===== src/rtl/pc_fetch_sequencer_pkg.sv =====
// Shared definitions for the program-counter / fetch sequencer:
// state encoding and default address parameters.
package pc_fetch_sequencer_pkg;

  localparam int         ADDR_W_DEF   = 8;
  localparam logic [7:0] RESET_PC_DEF = 8'h00;

  typedef enum logic [1:0] {
    ST_IDLE  = 2'b00,
    ST_FETCH = 2'b01,
    ST_HOLD  = 2'b10,
    ST_REDIR = 2'b11
  } fetch_state_e;

  // A state whose fetch slot carries a real (non-bubble) instruction.
  function automatic logic is_fetching(input fetch_state_e s);
    return (s == ST_FETCH) || (s == ST_HOLD);
  endfunction

endpackage


===== src/rtl/pc_fetch_sequencer_sat_counter.sv =====
// Saturating up-counter: increments when en is high, sticks at all-ones.
module sat_counter #(
  parameter int CNT_W = 16
) (
  input  logic             clk,
  input  logic             rst_n,
  input  logic             en,
  output logic [CNT_W-1:0] count
);

  logic [CNT_W-1:0] count_r;

  // Count enabled events, holding once every bit is set.
  always_ff @(posedge clk or negedge rst_n) begin
    if (!rst_n) begin
      count_r <= {CNT_W{1'b0}};
    end else if (en && (count_r != {CNT_W{1'b1}})) begin
      count_r <= count_r + {{(CNT_W-1){1'b0}}, 1'b1};
    end else begin
      count_r <= count_r;
    end
  end

  assign count = count_r;

endmodule


===== src/rtl/pc_fetch_sequencer.sv =====
// Program counter and fetch sequencer feeding the IF/ID address register.
// Advances, holds under stall, or redirects (with a one-cycle flushed bubble).
module pc_fetch_sequencer
  import pc_fetch_sequencer_pkg::*;
#(
  parameter int                ADDR_W   = ADDR_W_DEF,
  parameter logic [ADDR_W-1:0] RESET_PC = ADDR_W'(RESET_PC_DEF),
  parameter int                PC_INC   = 1,
  parameter int                CNT_W    = 16
) (
  input  logic              clk,
  input  logic              reset,
  input  logic              stall,
  input  logic              redirect,
  input  logic [ADDR_W-1:0] redirect_target,
  output logic [ADDR_W-1:0] Current_Address,
  output logic [ADDR_W-1:0] IA,
  output logic              fetch_valid,
  output logic              flush,
  output logic              stalled,
  output logic [CNT_W-1:0]  instr_count
);

  localparam logic [ADDR_W-1:0] INC = ADDR_W'(PC_INC);

  fetch_state_e      state_r, state_s;
  logic [ADDR_W-1:0] pc_r, pc_s, ia_r;
  logic              fetch_valid_r, flush_r, stalled_r;
  logic              cnt_en_s;

  // Next state, next PC and retire-count enable; redirect beats stall beats advance.
  always_comb begin
    state_s  = state_r;
    pc_s     = pc_r;
    cnt_en_s = 1'b0;
    case (state_r)
      ST_IDLE: begin
        state_s = ST_FETCH;
      end
      ST_FETCH, ST_HOLD: begin
        if (redirect) begin
          pc_s    = redirect_target;
          state_s = ST_REDIR;
        end else if (stall) begin
          state_s = ST_HOLD;
        end else begin
          pc_s     = pc_r + INC;
          state_s  = ST_FETCH;
          cnt_en_s = 1'b1;
        end
      end
      ST_REDIR: begin
        state_s = ST_FETCH;
      end
      default: begin
        state_s = ST_IDLE;
        pc_s    = RESET_PC;
      end
    endcase
  end

  // State, PC, successor address and status flags, all registered from next-state.
  always_ff @(posedge clk or negedge reset) begin
    if (!reset) begin
      state_r       <= ST_IDLE;
      pc_r          <= RESET_PC;
      ia_r          <= RESET_PC + INC;
      fetch_valid_r <= 1'b0;
      flush_r       <= 1'b0;
      stalled_r     <= 1'b0;
    end else begin
      state_r       <= state_s;
      pc_r          <= pc_s;
      ia_r          <= pc_s + INC;
      fetch_valid_r <= is_fetching(state_s);
      flush_r       <= (state_s == ST_REDIR);
      stalled_r     <= (state_s == ST_HOLD);
    end
  end

  sat_counter #(
    .CNT_W (CNT_W)
  ) u_instr_count (
    .clk   (clk),
    .rst_n (reset),
    .en    (cnt_en_s),
    .count (instr_count)
  );

  assign Current_Address = pc_r;
  assign IA              = ia_r;
  assign fetch_valid     = fetch_valid_r;
  assign flush           = flush_r;
  assign stalled         = stalled_r;

endmodule


===== config.mk =====
export PLATFORM = sky130hd
export DESIGN_NAME = pc_fetch_sequencer
export DESIGN_NICKNAME = d
export VERILOG_FILES = /design/src/rtl/pc_fetch_sequencer_pkg.sv /design/src/rtl/pc_fetch_sequencer_sat_counter.sv /design/src/rtl/pc_fetch_sequencer.sv
export SDC_FILE = /design/constraint.sdc
export NUM_CORES = 1
export LEC_CHECK = 0
export CAP_MARGIN = 0
export CORE_MARGIN = 5
export CORE_UTILIZATION = 40
export DETAILED_ROUTE_END_ITERATION = 8
export GPL_TIMING_DRIVEN = 0
export PLACE_DENSITY = 0.74
export SLEW_MARGIN = 0
export SYNTH_ARGS = -nofsm -noshare
export SYNTH_HDL_FRONTEND = slang
export SYNTH_SLANG_ARGS = --single-unit

===== constraint.sdc =====
create_clock -name clk -period 2.1 [get_ports clk]
set_input_delay 0.525 -clock clk [delete_from_list [all_inputs] [get_ports clk]]
set_output_delay 0.525 -clock clk [all_outputs]
set_load 0.005 [all_outputs]

==> results of run 1 <==
==> synthesized netlist by cell type, types with 5 or more instances <==
cell,instances,area share (%)
xnor2_1,13,6.4
nor2_1,8,1.7
nand2_1,17,3.6
nand3_1,8,2.3
ha_1,5,3.5
dfrtp_1,36,51
inv_1,5,1.1
and3_1,6,2.1
xor2_1,9,4.5
==> sequential cells by signal, summed over array words and instances, names as in the netlist <==
| signal | cells |
|---|---|
| IA | 8 |
| u_instr_count.count | 16 |
| Current_Address | 8 |
| state_r | 2 |
| stalled | 1 |
| flush | 1 |
| fetch_valid | 1 |
==> worst register-to-register path, cell delays in order, from the launching register on <==
cell	delay [ps]
dfrtp_1	460
xnor2_4	240
buf_4	160
nor2_2	60
a221o_1	420
and3_4	220
and3_1	180
xor2_1	140
==> what timing repair did <==
| item | CTS | global route |
|---|---|---|
| setup buffers | 2 | 3 |
| setup endpoints to repair | 7 | 4 |
| gates resized for setup | 10 | 6 |
| pin swaps | 1 | 2 |
==> cell type report <==
class,instances,share of cell area (%)
multi-input combinational,112,34.5
buffer,2,0.750
tap,52,2.60
inverter,5,0.750
timing repair buffer,51,19.6
clock inverter,1,1.20
sequential,37,37.2
clock buffer,7,3.45
==> worst min path at each step <==
stage / start / to
2_1_floorplan: reset / Current_Address[0]
3_3_place_gp: u_instr_count.count[15] / u_instr_count.count[15]
3_5_place_dp: u_instr_count.count[6] / u_instr_count.count[6]
4_1_cts: reset / u_instr_count.count[8]
5_1_grt: reset / u_instr_count.count[11]
6_report: reset / u_instr_count.count[11]
==> metal layers <==
layer  up-vias  global-route usage, %  part of all wire [%]
li1        664                      -                     -
met1       661                   17.5                    47
met2        39                   20.9                    46
met3         5                   5.56                   5.9
met4         0                   4.72                   1.2
met5         -                      0                     0
==> kinds of logic (layout without fill, tap and decap cells) <==
| group | Yosys count | count (layout) |
|---|---|---|
| simple gates | 61 | 61 |
| flops | 37 | 37 |
| xor+xnor | 23 | 23 |
| compound gates | 19 | 19 |
| buf+inv | 7 | 66 |
| fa+ha+maj | 5 | 5 |
| mux | 4 | 4 |
==> per-stage QoR <==
| step | cells | hold WS (ps) | TNS (ps) | util (%) |
|---|---|---|---|---|
| final | 267 | 333 | 0 | 57.8 |
| after global routing | 267 | 387 | -5.19 | 57.8 |
| after CTS | 264 | 349 | 0 | 56.5 |
| after detailed placement | 254 | 485 | -5860 | 52.9 |
| after global placement | 254 | 473 | -18090 | 53.0 |
| after floorplan | 156 | 229 | 0 | - |
==> report_power, final <==
group          leakage (nW)  internal, mW  switching (mW)
clock network        0.0585         0.387           0.242
logic                 0.563         0.846           0.623
registers             0.459         0.972           0.238
total                  1.08          2.21            1.10
==> results.py, run 1 <==
metrics = {
    "status": {
        "outcome": "completed",
    },
    "floorplan": {
        "initial_core_util_pct": 40.9,
        "rows": 24,
        "die_w_um": 76.5,
        "die_area_um2": 5850,
        "core_um2": 4320,
        "die_h_um": 76.5,
        "io_pins": 47,
    },
    "global_route": {
        "antenna_found_initial": 0,
        "gr-total-overflow": 0,
        "grt_pass1_vias": 1396,
        "grt_use_total_pct": 13.7,
        "grt_pass1_wl_um": 6530,
        "grt_max_degree": 38,
    },
    "clock_tree": {
        "clk_pin_slew_worst_paths_ps": 70,
        "clk_path_buf_depth": 2,
        "cts_made_buffers": 5,
        "htree_levels": 2,
        "cts_hold_buf": 0,
        "cts_tree": "built",
        "worstSkewPairLatency_ps": 280,
        "clkSinkCount": 37,
        "cts_root_buf": "clkbuf_8",
    },
    "logic_synthesis": {
        "avgSynthCellArea_um2": 11.3,
        "synthArstFlopShare_pct": 100,
        "synthSimpleGateAreaFrac_pct": 19.1,
        "post_synth_xor_area_fraction_pct": 11.8,
        "synthAdderAreaFrac_pct": 3.54,
        "synth_compound_area_share_pct": 8.92,
        "synth_top_family_by_area": "simple AND/OR/NAND/NOR gates",
        "syn_nets": 173,
        "ys_seq_area_share_pct": 52.5,
        "synth_cell_types": 42,
        "synth-seq-cells": 37,
        "postSynthCellCount": 156,
        "synth_mux_area_share_pct": 2.34,
        "yosysWarnings": 0,
        "synth-edff-count": 0,
        "synth_area_um2": 1770,
        "ys.flop_type": "dfrtp_1",
    },
    "drt": {
        "first_pass_iters": 4,
        "drc_errors": 0,
        "ant_nets": 0,
        "drt-total-wl_um": 3890,
        "vias": 1369,
        "drt_iter0_drc": 68,
        "viasPerCell": 5.13,
        "drt-wirelength-per-cell_um": 14.6,
    },
    "sta": {
        "clock_skew_ps": 7.72,
        "fin_ws_ps": 109,
        "slew_headroom_pct": 44.9,
        "period_share_pct": 94.8,
        "post-route-min-period_ps": 1990,
        "fmax_mhz": 502,
        "finalSetupViolCount": 0,
        "worst_pin_slew_ps": 826,
        "timing.final.hold_violations": 0,
        "drv_slew": 0,
    },
    "critical_path": {
        "cp.depth": 7,
        "cp-endpoint": "IA[6]",
        "worstPathMaxFanout": 4,
        "r2r-start": "state_r[0]",
        "path_cells": "xnor2_4 -> buf_4 -> nor2_2 -> a221o_1 -> and3_4 -> and3_1 -> xor2_1",
        "critPathMaxStageDelay_ps": 460,
        "reg2regPathDepth": 7,
        "end_kind": "flop",
        "start_kind": "flop",
        "crit_required_ps": 2270,
        "reg2reg_to": "IA[6]",
        "critPathLaunch": "state_r[0]",
        "arrival_ps": 2160,
        "r2r_slack_ps": 110,
        "crit_path_top_delay_cell": "dfrtp_1",
        "path_delay_family": "flip-flops",
        "worst-path-buf-inv": 1,
        "path_class": "flop to flop",
    },
    "worst_hold_path": {
        "hp-class": "input port to async pin",
    },
    "power_and_ir_drop": {
        "power_mw": 3.31,
        "total_leakage_power_nw": 1.08,
        "power.density_nw_per_um2": 1320,
        "ir_worst_vdd_uv": 813,
    },
    "final_layout": {
        "final.fill_count": 388,
        "syn_to_final_growth_pct": 41.6,
        "n_antenna_cell": 0,
        "regArea_um2": 930,
        "drive_above_1_share_pct": 14.4,
        "layout_commonest_cell": "clkdlybuf4s50_1",
        "final_cell_mix": "clkdlybuf4s50_1 (43), dfrtp_1 (34), nand2_1 (17)",
        "nNetsFinal": 231,
        "design_area_um2": 2500,
        "multi_input_area_um2": 862,
    },
    "place": {
        "pre_cts_slack_ps": -583,
        "hpwl_um": 2690,
        "gp_congestion": 0.846,
        "dpl_cell_area_um2": 2290,
        "io_buffers": 46,
    },
    "run": {
        "maxCapViolCount": 0,
    },
}
(Power assumes the default switching activity.)
==> inputs of run 2 (changes only) <==
Settings changed: CORE_UTILIZATION 40 to 45, PLACE_DENSITY 0.74 to 0.81.
Clock period 2.1 ns to 2 ns, I/O delays scaled along.
==> run 2 against run 1 <==
Flip-flop and latch count is the same. Clock skew shrank 2.9 ps. Sequential share of layout area grew 0.41 points. Core utilization grew 8.3 points. Worst setup slack lost 56 ps. Global-route usage grew 2.2 points. Sequential power grew 6%. Design area shrank 0.95%. Power grew 1.4%. Critical path depth grew 1. Die area shrank 9.7%. Critical path type unchanged. Largest cell class unchanged.
==> results.py, run 2 (synthesis gave the netlist of run 1 again) <==
metrics = {
    "critical_path": {
        "worstPathMaxFanout": 6,
        "worst-path-buf-inv": 3,
        "critPathMaxStageDelay_ps": 460,
        "path_cells": "xnor2_4 -> buf_4 -> buf_4 -> nor4b_1 -> a211oi_2 -> buf_4 -> and3_1 -> xor2_1",
        "path_delay_family": "simple AND/OR/NAND/NOR gates",
        "cp.depth": 8,
        "arrival_ps": 2110,
        "path_class": "flop to flop",
        "end_kind": "flop",
        "start_kind": "flop",
        "crit_top_cell": "buf_4",
        "crit_required_ps": 2160,
        "crit_path_top_delay_cell": "dfrtp_2",
        "reg2regPathDepth": 8,
    },
    "drt": {
        "drt_iter0_drc": 78,
        "ant_nets": 0,
        "drc_errors": 0,
        "drt-total-wl_um": 3790,
        "first_pass_iters": 4,
        "drt-wirelength-per-cell_um": 14.3,
        "vias": 1389,
        "viasPerCell": 5.22,
    },
    "sta": {
        "post-route-min-period_ps": 1950,
        "slew_headroom_pct": 48.4,
        "fmax_mhz": 514,
        "clock_skew_ps": 4.79,
        "drv_slew": 0,
        "finalSetupViolCount": 0,
        "period_share_pct": 97.3,
        "timing.final.hold_violations": 0,
        "worst_pin_slew_ps": 774,
        "holdWs_ps": 290,
        "rsz0062_at_grt": "true",
        "fin_ws_ps": 53.8,
    },
    "power_and_ir_drop": {
        "ir_worst_vdd_uv": 763,
        "total_leakage_power_nw": 1.08,
        "power.density_nw_per_um2": 1350,
    },
    "global_route": {
        "grt_util_met3_pct": 4.68,
        "grt_use_total_pct": 15.9,
        "grt_util_met2_pct": 24.9,
        "grt-busiest-layer": "met2",
        "grt_max_degree": 38,
        "gr-total-overflow": 0,
        "antenna_found_initial": 0,
        "grt_pass1_vias": 1391,
        "grt_pass1_wl_um": 6520,
        "grt_util_met1_pct": 21.3,
    },
    "place": {
        "pre_cts_slack_ps": -708,
        "io_buffers": 46,
        "dpl_cell_area_um2": 2280,
        "gp_congestion": 0.785,
        "hpwl_um": 2710,
    },
    "clock_tree": {
        "cts_tree": "built",
        "clkSinkCount": 37,
        "cts_made_buffers": 5,
        "worstSkewPairLatency_ps": 280,
        "htree_levels": 2,
        "clk_pin_slew_worst_paths_ps": 70,
        "clk_path_buf_depth": 2,
        "cts_root_buf": "clkbuf_8",
    },
    "final_layout": {
        "layout_commonest_cell": "clkdlybuf4s50_1",
        "drive_above_1_share_pct": 16.5,
        "syn_to_final_growth_pct": 40.2,
        "largest_reg_flops": 16,
        "nNetsFinal": 234,
        "final_cell_mix": "clkdlybuf4s50_1 (43), dfrtp_1 (33), nand2_1 (17)",
        "final.fill_count": 310,
        "n_antenna_cell": 0,
        "design_area_um2": 2480,
    },
    "status": {
        "outcome": "completed",
    },
    "floorplan": {
        "core_um2": 3740,
        "initial_core_util_pct": 47.2,
        "die_w_um": 72.7,
        "die_h_um": 72.7,
        "die_area_um2": 5280,
        "io_pins": 47,
        "rows": 22,
    },
    "worst_hold_path": {
        "hp-class": "input port to async pin",
    },
    "run": {
        "maxCapViolCount": 0,
    },
}
-- run 2: cell types whose count changed in the layout (fill, tap and decap cells not counted), sizes merged --
cell | previous run | this run
clkinv | 0 | 2
bufinv | 1 | 0
buf | 8 | 11
dlygate4sd2 | 2 | 1
-- run 2: stage by stage --
stage / power (mW) / instances / utilization, % / setup TNS [ps]
floorplan: 1.93 / 156 / - / 0
global placement: 2.60 / 250 / 61.1 / -19890
detailed placement: 2.63 / 250 / 61.0 / -8070
CTS: 3.27 / 262 / 65.1 / 0
global route: 3.62 / 266 / 66.2 / -56.0
finish: 3.35 / 266 / 66.2 / 0
-- run 2: final cells by class --
cell class	count	area, µm²	share of cell area, %
buffer	2	18.8	0.758
inverter	5	18.8	0.758
tap	48	60.1	2.42
multi-input combinational	112	853	34.4
sequential	37	931	37.6
clock inverter	2	10.0	0.404
clock buffer	6	72.6	2.93
timing repair buffer	54	513	20.7
-- run 2: final timing paths --
kind | to | slack [ps] | startpoint
max | IA[6] | 50 | state_r[1]
min | u_instr_count.count[1] | 290 | reset
min in group clk | u_instr_count.count[13] | 490 | u_instr_count.count[13]
max in group asynchronous | Current_Address[0] | 1180 | reset
min reg2reg | u_instr_count.count[13] | 490 | u_instr_count.count[13]
max reg2reg | IA[6] | 50 | state_r[1]
-- run 2: power by group --
part / total (mW) / internal [mW] / switching [mW]
sequential: 1.28 / 1.02 / 0.253
combinational: 1.60 / 0.940 / 0.656
clock: 0.483 / 0.241 / 0.242
-- run 2: timing repair --
| action | 4_1_cts | 5_1_grt |
|---|---|---|
| hold endpoints to repair | 0 | 0 |
| setup endpoints to repair | 15 | 5 |
| pin swaps | 2 | 4 |
| resized for setup | 12 | 7 |
| buffers inserted | 4 | 4 |
| hold buffers | 0 | 0 |
-- run 2: routing by layer --
metal,vias up,routed length (µm)
met5,-,0
met4,0,37
met3,4,263
met2,49,1750
met1,666,1740
li1,670,-
==> inputs of run 3 (changes only) <==
Settings changed: CORE_ASPECT_RATIO from default to 1.4, CORE_UTILIZATION 45 to 48, PLACE_DENSITY 0.81 to 0.85, RECOVER_POWER from default to 50.
==> run 3 against run 2 <==
The flow now finishes with violations (setup timing). Worst setup slack got worse by 120 ps. Flip-flop and latch count stayed put. Via count increased by 4.7%. Sequential share of layout area decreased by 1.3 points. Design area increased by 3.7%. Global-route usage rose by 2.0 points. Non-clock buffer count is 9 higher. Critical path depth down 1. Clock-buffer cell count did not move. Fmax shrank 5.9%. Critical path type unchanged. Highest routed layer unchanged.
==> results.py, run 3 (synthesis gave the netlist of run 1 again) <==
metrics = {
    "final_layout": {
        "nNetsFinal": 243,
        "n_antenna_cell": 0,
        "drive_above_1_share_pct": 22.5,
        "syn_to_final_growth_pct": 45.5,
        "final_cell_mix": "clkdlybuf4s50_1 (43), dfrtp_1 (32), nand2_1 (17), buf_4 (17), xnor2_1 (13)",
        "largest_reg_flops": 16,
        "layout_commonest_cell": "clkdlybuf4s50_1",
    },
    "drt": {
        "drt_iter0_drc": 88,
        "drt-wirelength-per-cell_um": 15.5,
        "first_pass_iters": 4,
        "drc_errors": 0,
        "vias": 1454,
        "viasPerCell": 5.41,
        "ant_nets": 0,
        "drt-total-wl_um": 4170,
    },
    "global_route": {
        "grt_util_met1_pct": 20.3,
        "grt-busiest-layer": "met2",
        "grt_max_degree": 38,
        "gr-total-overflow": 0,
        "grt_pass1_vias": 1437,
        "grt_use_total_pct": 17.8,
        "grt_pass1_wl_um": 6540,
        "grt_util_met2_pct": 30.1,
        "antenna_found_initial": 0,
        "grt_util_met3_pct": 4.25,
    },
    "critical_path": {
        "critPathLaunch": "state_r[1]",
        "path_class": "flop to flop",
        "crit_path_top_delay_cell": "dfrtp_2",
        "path_cells": "xor2_4 -> a21oi_2 -> a311oi_4 -> ha_2 -> and3_4 -> and3_1 -> xor2_1",
        "arrival_ps": 2270,
        "crit_required_ps": 2200,
        "critPathMaxStageDelay_ps": 480,
        "end_kind": "flop",
        "worstPathMaxFanout": 4,
        "worst-path-buf-inv": 0,
        "r2r-start": "state_r[1]",
        "path_delay_family": "flip-flops",
        "start_kind": "flop",
    },
    "sta": {
        "worst_pin_slew_ps": 889,
        "clock_skew_ps": 5.59,
        "holdWs_ps": 322,
        "fin_ws_ps": -69.1,
        "post-route-min-period_ps": 2070,
        "slew_headroom_pct": 40.7,
        "rsz0062_at_grt": "true",
        "drv_slew": 0,
        "timing.final.hold_violations": 0,
        "fmax_mhz": 483,
        "period_share_pct": 103,
        "finalSetupViolCount": 1,
    },
    "power_and_ir_drop": {
        "total_leakage_power_nw": 1.12,
        "power_mw": 3.61,
        "power.density_nw_per_um2": 1410,
        "ir_worst_vdd_uv": 873,
    },
    "floorplan": {
        "initial_core_util_pct": 48.9,
        "die_h_um": 81.8,
        "io_pins": 47,
        "rows": 26,
        "die_area_um2": 5010,
        "core_um2": 3610,
        "die_w_um": 61.3,
    },
    "run": {
        "maxCapViolCount": 0,
    },
    "clock_tree": {
        "cts_made_buffers": 5,
        "clk_path_buf_depth": 2,
        "clk_pin_slew_worst_paths_ps": 70,
        "htree_levels": 2,
        "cts_root_buf": "clkbuf_8",
        "cts_tree": "built",
        "worstSkewPairLatency_ps": 290,
        "clkSinkCount": 37,
    },
    "place": {
        "gp_congestion": 0.844,
        "io_buffers": 46,
        "hpwl_um": 2810,
    },
    "status": {
        "violations": "setup timing",
        "outcome": "finished with violations",
    },
    "worst_hold_path": {
        "hp-class": "input port to async pin",
    },
}
run 3: changes by cell type in the layout (fill, tap and decap cells not counted), sizes merged:
| cell | previous run | this run |
|---|---|---|
| buf | 11 | 19 |
| clkbuf | 7 | 8 |
run 3: timing repair:
| action | 4_1_cts | 5_1_grt |
|---|---|---|
| buffers inserted | 7 | 10 |
| hold buffers | 0 | 0 |
| endpoints found under the hold margin | 0 | 0 |
| resized for setup | 17 | 9 |
| pin swaps | 5 | 7 |
| endpoints found under the setup margin | 17 | 6 |
run 3: area by class of cell:
cell class	count	area, µm²
buffer	2	22.5
fill	260	1040
sequential	37	932
inverter	5	18.8
tap	42	52.6
multi-input combinational	112	885
clock buffer	6	72.6
clock inverter	2	10.0
timing repair buffer	63	577
run 3: worst reg2reg max path, stage by stage, from the launching register on:
cell      delay (ps)
dfrtp_2          480
xor2_4           260
a21oi_2          100
a311oi_4         330
ha_2             230
and3_4           190
and3_1           200
xor2_1           190
run 3: power breakdown:
| group | total [mW] | internal [mW] | switching, mW |
|---|---|---|---|
| combinational | 1.84 | 1.09 | 0.747 |
| sequential | 1.28 | 1.02 | 0.252 |
| clock | 0.498 | 0.241 | 0.257 |
run 3: final timing paths:
kind                                           endpoint  slack, ps  depth (start not counted)
worst min register to register  u_instr_count.count[15]        490                          1
worst max register to register                    IA[6]        -70                          7
worst min-delay path                              flush        320                          1
worst max-delay path                              IA[6]        -70                          7
min in group clk                u_instr_count.count[15]        490                          1
max in group asynchronous            Current_Address[0]       1070                          1
run 3: per-layer routing:
metal  wire (µm)  vias up  share of wire (%)
met2        2250       41                 54
met5           0        -                  0
met3         153       13                3.7
met1        1640      710                 39
li1            -      690                  -
met4         128        0                3.1
run 3: per-stage QoR:
step / setup slack (ps) / TNS (ps) / utilization [%] / cells / area (µm²)
floorplan: 56.8 / 0 / - / 156 / 1770
global placement: -784 / -21730 / 63.1 / 244 / 2280
detailed placement: -755 / -8580 / 63.0 / 244 / 2270
CTS: 17.7 / 0 / 68.5 / 259 / 2470
global route: -152 / -195 / 71.2 / 269 / 2570
finish: -69.1 / -69.1 / 71.2 / 269 / 2570
